## src/rtl/wifi_tx_frame_scheduler.sv

```systemverilog
// Round-robin arbiter that lends the WiFi TX chain to one of two frame
// requesters at a time, streams its words on chain read pulses, then enforces the gap.
module wifi_tx_frame_scheduler #(
    parameter int DATA_WIDTH  = 32,
    parameter int IFS_CYC     = 16,
    parameter int TIMEOUT_CYC = 65535
) (
    input  logic                  clk,
    input  logic                  reset,
    input  logic                  req0,
    input  logic                  req1,
    input  logic [DATA_WIDTH-1:0] size0,
    input  logic [DATA_WIDTH-1:0] size1,
    input  logic [DATA_WIDTH-1:0] data0,
    input  logic [DATA_WIDTH-1:0] data1,
    output logic                  gnt0,
    output logic                  gnt1,
    output logic                  rd0,
    output logic                  rd1,
    output logic [DATA_WIDTH-1:0] tx_data_size,
    output logic [DATA_WIDTH-1:0] tx_data_in,
    output logic                  tx_valid_in,
    input  logic                  tx_start_rd,
    input  logic                  tx_done,
    output logic                  tx_clear_irq,
    output logic                  busy,
    output logic                  owner,
    output logic                  frame_done,
    output logic                  err_timeout
);
    localparam int TW = $clog2(TIMEOUT_CYC + 1);
    localparam int GW = $clog2(IFS_CYC + 1);

    typedef enum logic [2:0] {
        IDLE, GRANT, SEND, WAIT_DONE, CLEAR, GAP
    } state_t;

    state_t                state;
    state_t                state_nxt;
    logic                  gsel;
    logic                  last_owner;
    logic                  owner_q;
    logic                  rd_q;
    logic                  valid_q;
    logic                  to_q;
    logic [DATA_WIDTH-1:0] size_q;
    logic [DATA_WIDTH-1:0] wcnt;
    logic [TW-1:0]         tcnt;
    logic [GW-1:0]         gcnt;
    logic                  pick;
    logic                  issue;
    logic                  in_frame;
    logic                  to_hit;
    logic [DATA_WIDTH-1:0] cur_size;

    assign pick     = (req0 && req1) ? ~last_owner : req1;
    assign cur_size = gsel ? size1 : size0;
    assign in_frame = (state == SEND) || (state == WAIT_DONE);
    assign to_hit   = in_frame && (tcnt == TW'(TIMEOUT_CYC - 1));

    always_ff @(posedge clk or posedge reset) begin
        if (reset) begin
            state <= IDLE;
        end else begin
            state <= state_nxt;
        end
    end

    always_comb begin
        state_nxt = state;
        issue     = 1'b0;
        unique case (state)
            IDLE: begin
                if (req0 || req1) state_nxt = GRANT;
            end
            GRANT: begin
                state_nxt = (cur_size == '0) ? CLEAR : SEND;
            end
            SEND: begin
                if (to_hit) begin
                    state_nxt = CLEAR;
                end else begin
                    issue = tx_start_rd && (wcnt < size_q);
                    // leave only once the last read strobe has gone out
                    if (wcnt == size_q && !rd_q) state_nxt = WAIT_DONE;
                end
            end
            WAIT_DONE: begin
                if (to_hit || tx_done) state_nxt = CLEAR;
            end
            CLEAR: begin
                state_nxt = GAP;
            end
            GAP: begin
                if (gcnt == GW'(IFS_CYC - 1)) state_nxt = IDLE;
            end
            default: begin
                state_nxt = IDLE;
            end
        endcase
    end

    always_ff @(posedge clk or posedge reset) begin
        if (reset) begin
            gsel       <= 1'b0;
            last_owner <= 1'b1;
            owner_q    <= 1'b0;
            size_q     <= '0;
            wcnt       <= '0;
            tcnt       <= '0;
            gcnt       <= '0;
            rd_q       <= 1'b0;
            valid_q    <= 1'b0;
            to_q       <= 1'b0;
        end else begin
            rd_q    <= issue;
            valid_q <= rd_q;
            if (state == IDLE) gsel <= pick;
            if (state == GRANT) begin
                owner_q    <= gsel;
                last_owner <= gsel;
                size_q     <= cur_size;
                wcnt       <= '0;
                tcnt       <= '0;
            end
            if (issue) wcnt <= wcnt + DATA_WIDTH'(1);
            if (in_frame) tcnt <= tcnt + TW'(1);
            if (state_nxt == CLEAR) to_q <= to_hit;
            if (state == CLEAR) begin
                gcnt <= '0;
            end else if (state == GAP) begin
                gcnt <= gcnt + GW'(1);
            end
        end
    end

    assign gnt0         = (state == GRANT) && !gsel;
    assign gnt1         = (state == GRANT) && gsel;
    assign rd0          = rd_q && !owner_q;
    assign rd1          = rd_q && owner_q;
    assign tx_valid_in  = valid_q;
    assign tx_data_in   = valid_q ? (owner_q ? data1 : data0) : '0;
    assign tx_data_size = size_q;
    assign owner        = owner_q;
    assign busy         = (state != IDLE);
    assign tx_clear_irq = (state == CLEAR);
    assign frame_done   = (state == CLEAR) && !to_q;
    assign err_timeout  = (state == CLEAR) && to_q;

endmodule

```

## config.mk

```make
export PLATFORM = sky130hd
export DESIGN_NAME = wifi_tx_frame_scheduler
export DESIGN_NICKNAME = d
export VERILOG_FILES = /design/src/rtl/wifi_tx_frame_scheduler.sv
export SDC_FILE = /design/constraint.sdc
export NUM_CORES = 1
export LEC_CHECK = 0
export ABC_AREA = 1
export CELL_PAD_IN_SITES_DETAIL_PLACEMENT = 0
export CELL_PAD_IN_SITES_GLOBAL_PLACEMENT = 2
export CORE_ASPECT_RATIO = 0.75
export CORE_MARGIN = 1.5
export CORE_UTILIZATION = 25
export CTS_CLUSTER_SIZE = 24
export DETAILED_ROUTE_END_ITERATION = 7
export PLACE_DENSITY_LB_ADDON = 0.1
export SYNTH_ARGS = -nofsm -noshare
export SYNTH_HDL_FRONTEND = slang
export SYNTH_SLANG_ARGS = --single-unit
```

## constraint.sdc

```tcl
create_clock -name clk -period 3.6 [get_ports clk]
set_input_delay 0.54 -clock clk [delete_from_list [all_inputs] [get_ports clk]]
set_output_delay 0.54 -clock clk [all_outputs]
set_load 0.03 [all_outputs]
```

**Word-level counts from Yosys, hierarchy flattened**

Index checks and enable logic that the tools add are counted.

- Bits in registers: 94
- Word-level logic and storage cells: 67
- Output and inout bits: 74
- Input bits: 134

- Mux-type cells: 19
- Equal/unequal tests: 9
- Bitwise logic cells: 1
- $lt $le $gt $ge: 1
- Add/subtract/negate cells: 3
- Reduce and logical (&&, ||, !) cells: 23

Operators by type and width:

| kind | count |
|---|---|
| $mux 32 | 5 |
| $add 32x1->32 const B | 1 |
| $eq 32x32->1 | 1 |
| $logic_not 32->1 | 1 |
| $lt 32x32->1 | 1 |
| $mux 16 | 2 |
| $mux 3 | 6 |
| $pmux 3 s6 | 1 |
| $add 16x1->16 const B | 1 |
| $eq 16x16->1 const B | 1 |
| $logic_and 1x1->1 | 10 |
| $mux 5 | 2 |
| $eq 3x3->1 const B | 3 |
| $eq 3x2->1 const B | 2 |
| $reduce_bool 2->1 | 3 |
| $add 5x1->5 const B | 1 |
| $eq 5x4->1 const B | 1 |
| $logic_not 1->1 | 4 |
| $eq 3x1->1 const B | 1 |
| $logic_not 3->1 | 1 |
| $logic_or 1x1->1 | 3 |
| $mux 1 | 3 |
| $reduce_bool 3->1 | 1 |
| $not 1->1 | 1 |

**Longest topological paths before layout**

- Word-level depth: 7
- Gate-level depth with buffers: 16

**Worst setup path before layout**

No wires, ideal clock.

- Kind: reg-to-output
- From: reg state[2]
- To: out gnt0
- Arrival: 1601 ps
- Cell stages (with the launch flop): 6
- Path slack: 1459 ps
- Data required time: 3060 ps
- Path through: dfrtp_1 -> buf_2 -> nor3_1 -> inv_2 -> clkbuf_1 -> nor2_1

- Longest elaborated chain between the ends: 2

RTL lines:

| what | line | source |
|---|---|---|
| start: declaration | 38 | `state_t state;` |
| start signal: assignment | 65 | `state <= state_nxt;` |
| $eq 3x1->1 | 137 | `assign gnt0 = (state == GRANT) && !gsel;` |
| $logic_and 1x1->1 | 137 |  |
| end: declaration | 16 | `output logic gnt0,` |

No other way between the ends.

**Worst setup path in the final report**

Ends and elaborated chain as after synthesis.

==> implementation parameters <==
Parameter                              Value

Drt
  Number of routed nets with antenna violations ... 0
  Post-route DRC ... 4
  Met1 routed wirelength after detailed routing ... 13100 um
  Initial DRC Count ... 467
  Via count ... 6843
  Number of vias per cell ... 4.30
  Total Wirelength ... 24400 um
  Met3 layer wire length in the routed design ... 1340 um
  Number of search-and-repair iterations in the first detailed-routing pass ... 8
  Max layer used ... met4
  WL/cell ... 15.3 um
  Met2 Routed Length ... 9830 um

Placement
  Placed Area ... 9230 um^2
  Worst setup slack before clock tree synthesis ... 1.08 ns
  Sum of net half-perimeters after detailed placement ... 19200 um
  Routability congestion estimate ... 0.771
  Number of buffers inserted by port buffering ... 207

Floorplan
  Number of rows created at floorplan ... 52
  I/O pins ... 208
  Die outline area ... 28400 um^2
  Placeable core region ... 26900 um^2
  Floorplan die width ... 194 um
  Initial Util ... 0.254
  Vertical die dimension ... 146 um

Run status
  Status ... complete, but fails checks
  Violations in the final reports ... DRC

Synth
  Post-synthesis average cell area ... 6.53 um^2
  Synthesized instance count ... 1046
  Netlist area before placement ... 6840 um^2
  Synth Net Count ... 1217
  Flip-flop and latch count after synthesis ... 94
  Portion of the post-synthesis area used by sequential elements ... 0.344
  Yosys cell types ... 35
  Yosys warnings ... 0

CTS
  Clock root buffer ... sky130_fd_sc_hd__clkbuf_16
  Number of clock sinks ... 94
  TritonCTS buffer count ... 9
  Clock slew at the register clock pins of the worst setup and hold paths ... 0.08 ns
  Worst skew pair latency ... 0.36 ns
  Post-CTS setup buffer count ... 0
  Clock tree from TritonCTS ... built
  Resize count post-CTS ... 0
  Level count of the clock H-tree ... 3
  Worst-case clock buffer depth ... 2
  Hold buffer count at cts ... 0

Worst setup path
  Critical Path, Cell by Cell ... nor3_1 > inv_2 > nor2_1 > clkdlybuf4s50_1
  Kind of launch point of the worst setup path ... register
  Reg-to-reg setup timing slack ... 1.35 ns
  Delay of the slowest critical-path stage ... 0.73 ns
  Slowest stage cell, crit path ... sky130_fd_sc_hd__clkdlybuf4s50_1
  Type of the setup path with the least slack ... reg -> out
  Highest net fanout along the worst path ... 7
  Critical Path AT ... 2.35 ns
  Critical path capture point type ... primary output
  Required time worst endpoint ... 3.06 ns

Power
  Worst IR drop on VDD ... 0.000307 V
  Leakage power total ... 4.66 nW
  Power density over the cells ... 617 nW/um^2

Final layout
  Share of layout cells above drive strength 1 ... 0.0314
  Leading cell types in the layout, fill and taps excluded ... sky130_fd_sc_hd__nand2_1 (314), sky130_fd_sc_hd__clkdlybuf4s50_1 (207), sky130_fd_sc_hd__inv_1 (153)
  Fillers ... 2991
  Area occupied by multi-input gates ... 3680 um^2
  Number of nets in the final layout ... 1409
  Post-route cell area ... 9570 um^2
  Antenna cell count ... 0
  Most common library cell in the layout ignoring fill and taps ... sky130_fd_sc_hd__nand2_1
  Area Growth Syn to Fin ... 40.0%
  Flip-flop and latch area ... 2350 um^2

Timing
  Share of the clock period used by the worst path after layout ... 0.802
  Relative slew slack ... 0.362
  Fmax ... 346 MHz
  Worst-margin pin slew ... 0.957 ns
  Total setup violations reported at the end of the flow ... 0
  Setup repair after global routing missed its margin ... false
  Number of max-slew violations in the final report ... 0
  Final setup skew ... 0.0105 ns
  Final number of hold-violating endpoints ... 0
  Hold WS ... 0.441 ns
  Post-route setup slack ... 0.712 ns
  Final critical delay including setup and external delays ... 2.89 ns
  Sum of negative setup slack ... 0 ns

GRT
  Number of antenna violations at the first check in global routing ... 0
  Wire length of the first global-routing pass ... 39700 um
  GRT Resource Usage Total ... 0.178
  Pin count of the biggest net entering global routing ... 98
  Grt ovf ... 0
  Number of global-route vias before repair ... 6873

Min path
  Class of the most critical hold timing path ... reg -> reg

Run
  Number of maximum-capacitance constraint violations ... 0
## sequential cells by signal (all words and copies together), names as in the netlist
name	count
owner	1
wcnt	32
tcnt	16
tx_data_size	32
rd_q	1
state	3
gcnt	5
to_q	1
gsel	1
last_owner	1
tx_valid_in	1
## routing by layer
| layer | track usage | vias up |
|---|---|---|
| li1 | - | 3636 |
| met3 | 0.0413 | 9 |
| met4 | 0.0305 | 0 |
| met1 | 0.269 | 3046 |
| met2 | 0.259 | 152 |
| met5 | 0 | - |
## synthesized netlist by cell type, drive strengths merged
library cell / instances / share of area
nand2: 315 / 0.17
inv: 158 / 0.087
nor2: 144 / 0.081
o21ai: 102 / 0.075
dfrtp: 93 / 0.34
nand3: 57 / 0.042
ha: 37 / 0.068
a21oi: 21 / 0.015
nor3: 19 / 0.014
xor2: 19 / 0.024
clkbuf: 18 / 0.0099
buf: 17 / 0.019
nand4: 15 / 0.014
xnor2: 10 / 0.013
clkinv: 3 / 0.0016
o21bai: 3 / 0.0033
o211ai: 2 / 0.0022
o21a: 2 / 0.0022
o22ai: 2 / 0.0018
or2: 2 / 0.0018
a211oi: 1 / 0.0011
and3: 1 / 0.00092
dfstp: 1 / 0.0038
nand3b: 1 / 0.0011
nor3b: 1 / 0.0018
o221ai: 1 / 0.0013
o31ai: 1 / 0.0011
## path summary, 6_finish.rpt
path,from,endpoint,cells past startpoint
worst max-delay path,state[2],gnt0,4
worst min-delay path,rd_q,tx_valid_in,0
worst max register to register,tx_data_size[31],wcnt[23],10
worst min register to register,rd_q,tx_valid_in,0
max in group asynchronous,reset,wcnt[18],3
min in group asynchronous,reset,tx_data_size[6],2
## report_power, final
group	internal [mW]	leakage, nW	switching, mW
sequential	1.33	1.24	0.327
clock	0.681	0.163	0.463
combinational	1.10	3.26	2.01
## area by class of cell
type,instances,area share
multi-input combinational,756,0.385
sequential,94,0.246
timing repair buffer,216,0.225
inverter,161,0.0634
tap,351,0.0459
clock buffer,10,0.0239
clock inverter,5,0.0112
## cell families after synthesis
logic type               Yosys count  share of synthesized area
AND/OR/NAND/NOR                  555                      0.331
buffers and inverters            196                      0.117
adder cells (fa/ha/maj)           37                     0.0677
flip-flops                        94                      0.344
AO/OA/AOI/OAI                    135                      0.103
XOR/XNOR                          29                     0.0372
## per-stage QoR
stage,power [mW],utilization,instances
2_1_floorplan,3.51,-,1046
3_3_place_gp,4.83,0.343,1578
3_5_place_dp,4.83,0.343,1578
4_1_cts,6.01,0.355,1593
5_1_grt,6.40,0.355,1593
6_report,5.91,0.355,1593
## critical path: cells and delay by family (launching register included)
| kind | cells | cell delay (ns) |
|---|---|---|
| DFF | 1 | 0.45 |
| buffers and inverters | 2 | 0.87 |
| and+or+nand+nor | 2 | 0.67 |
Power figures use the tool's default switching activity.
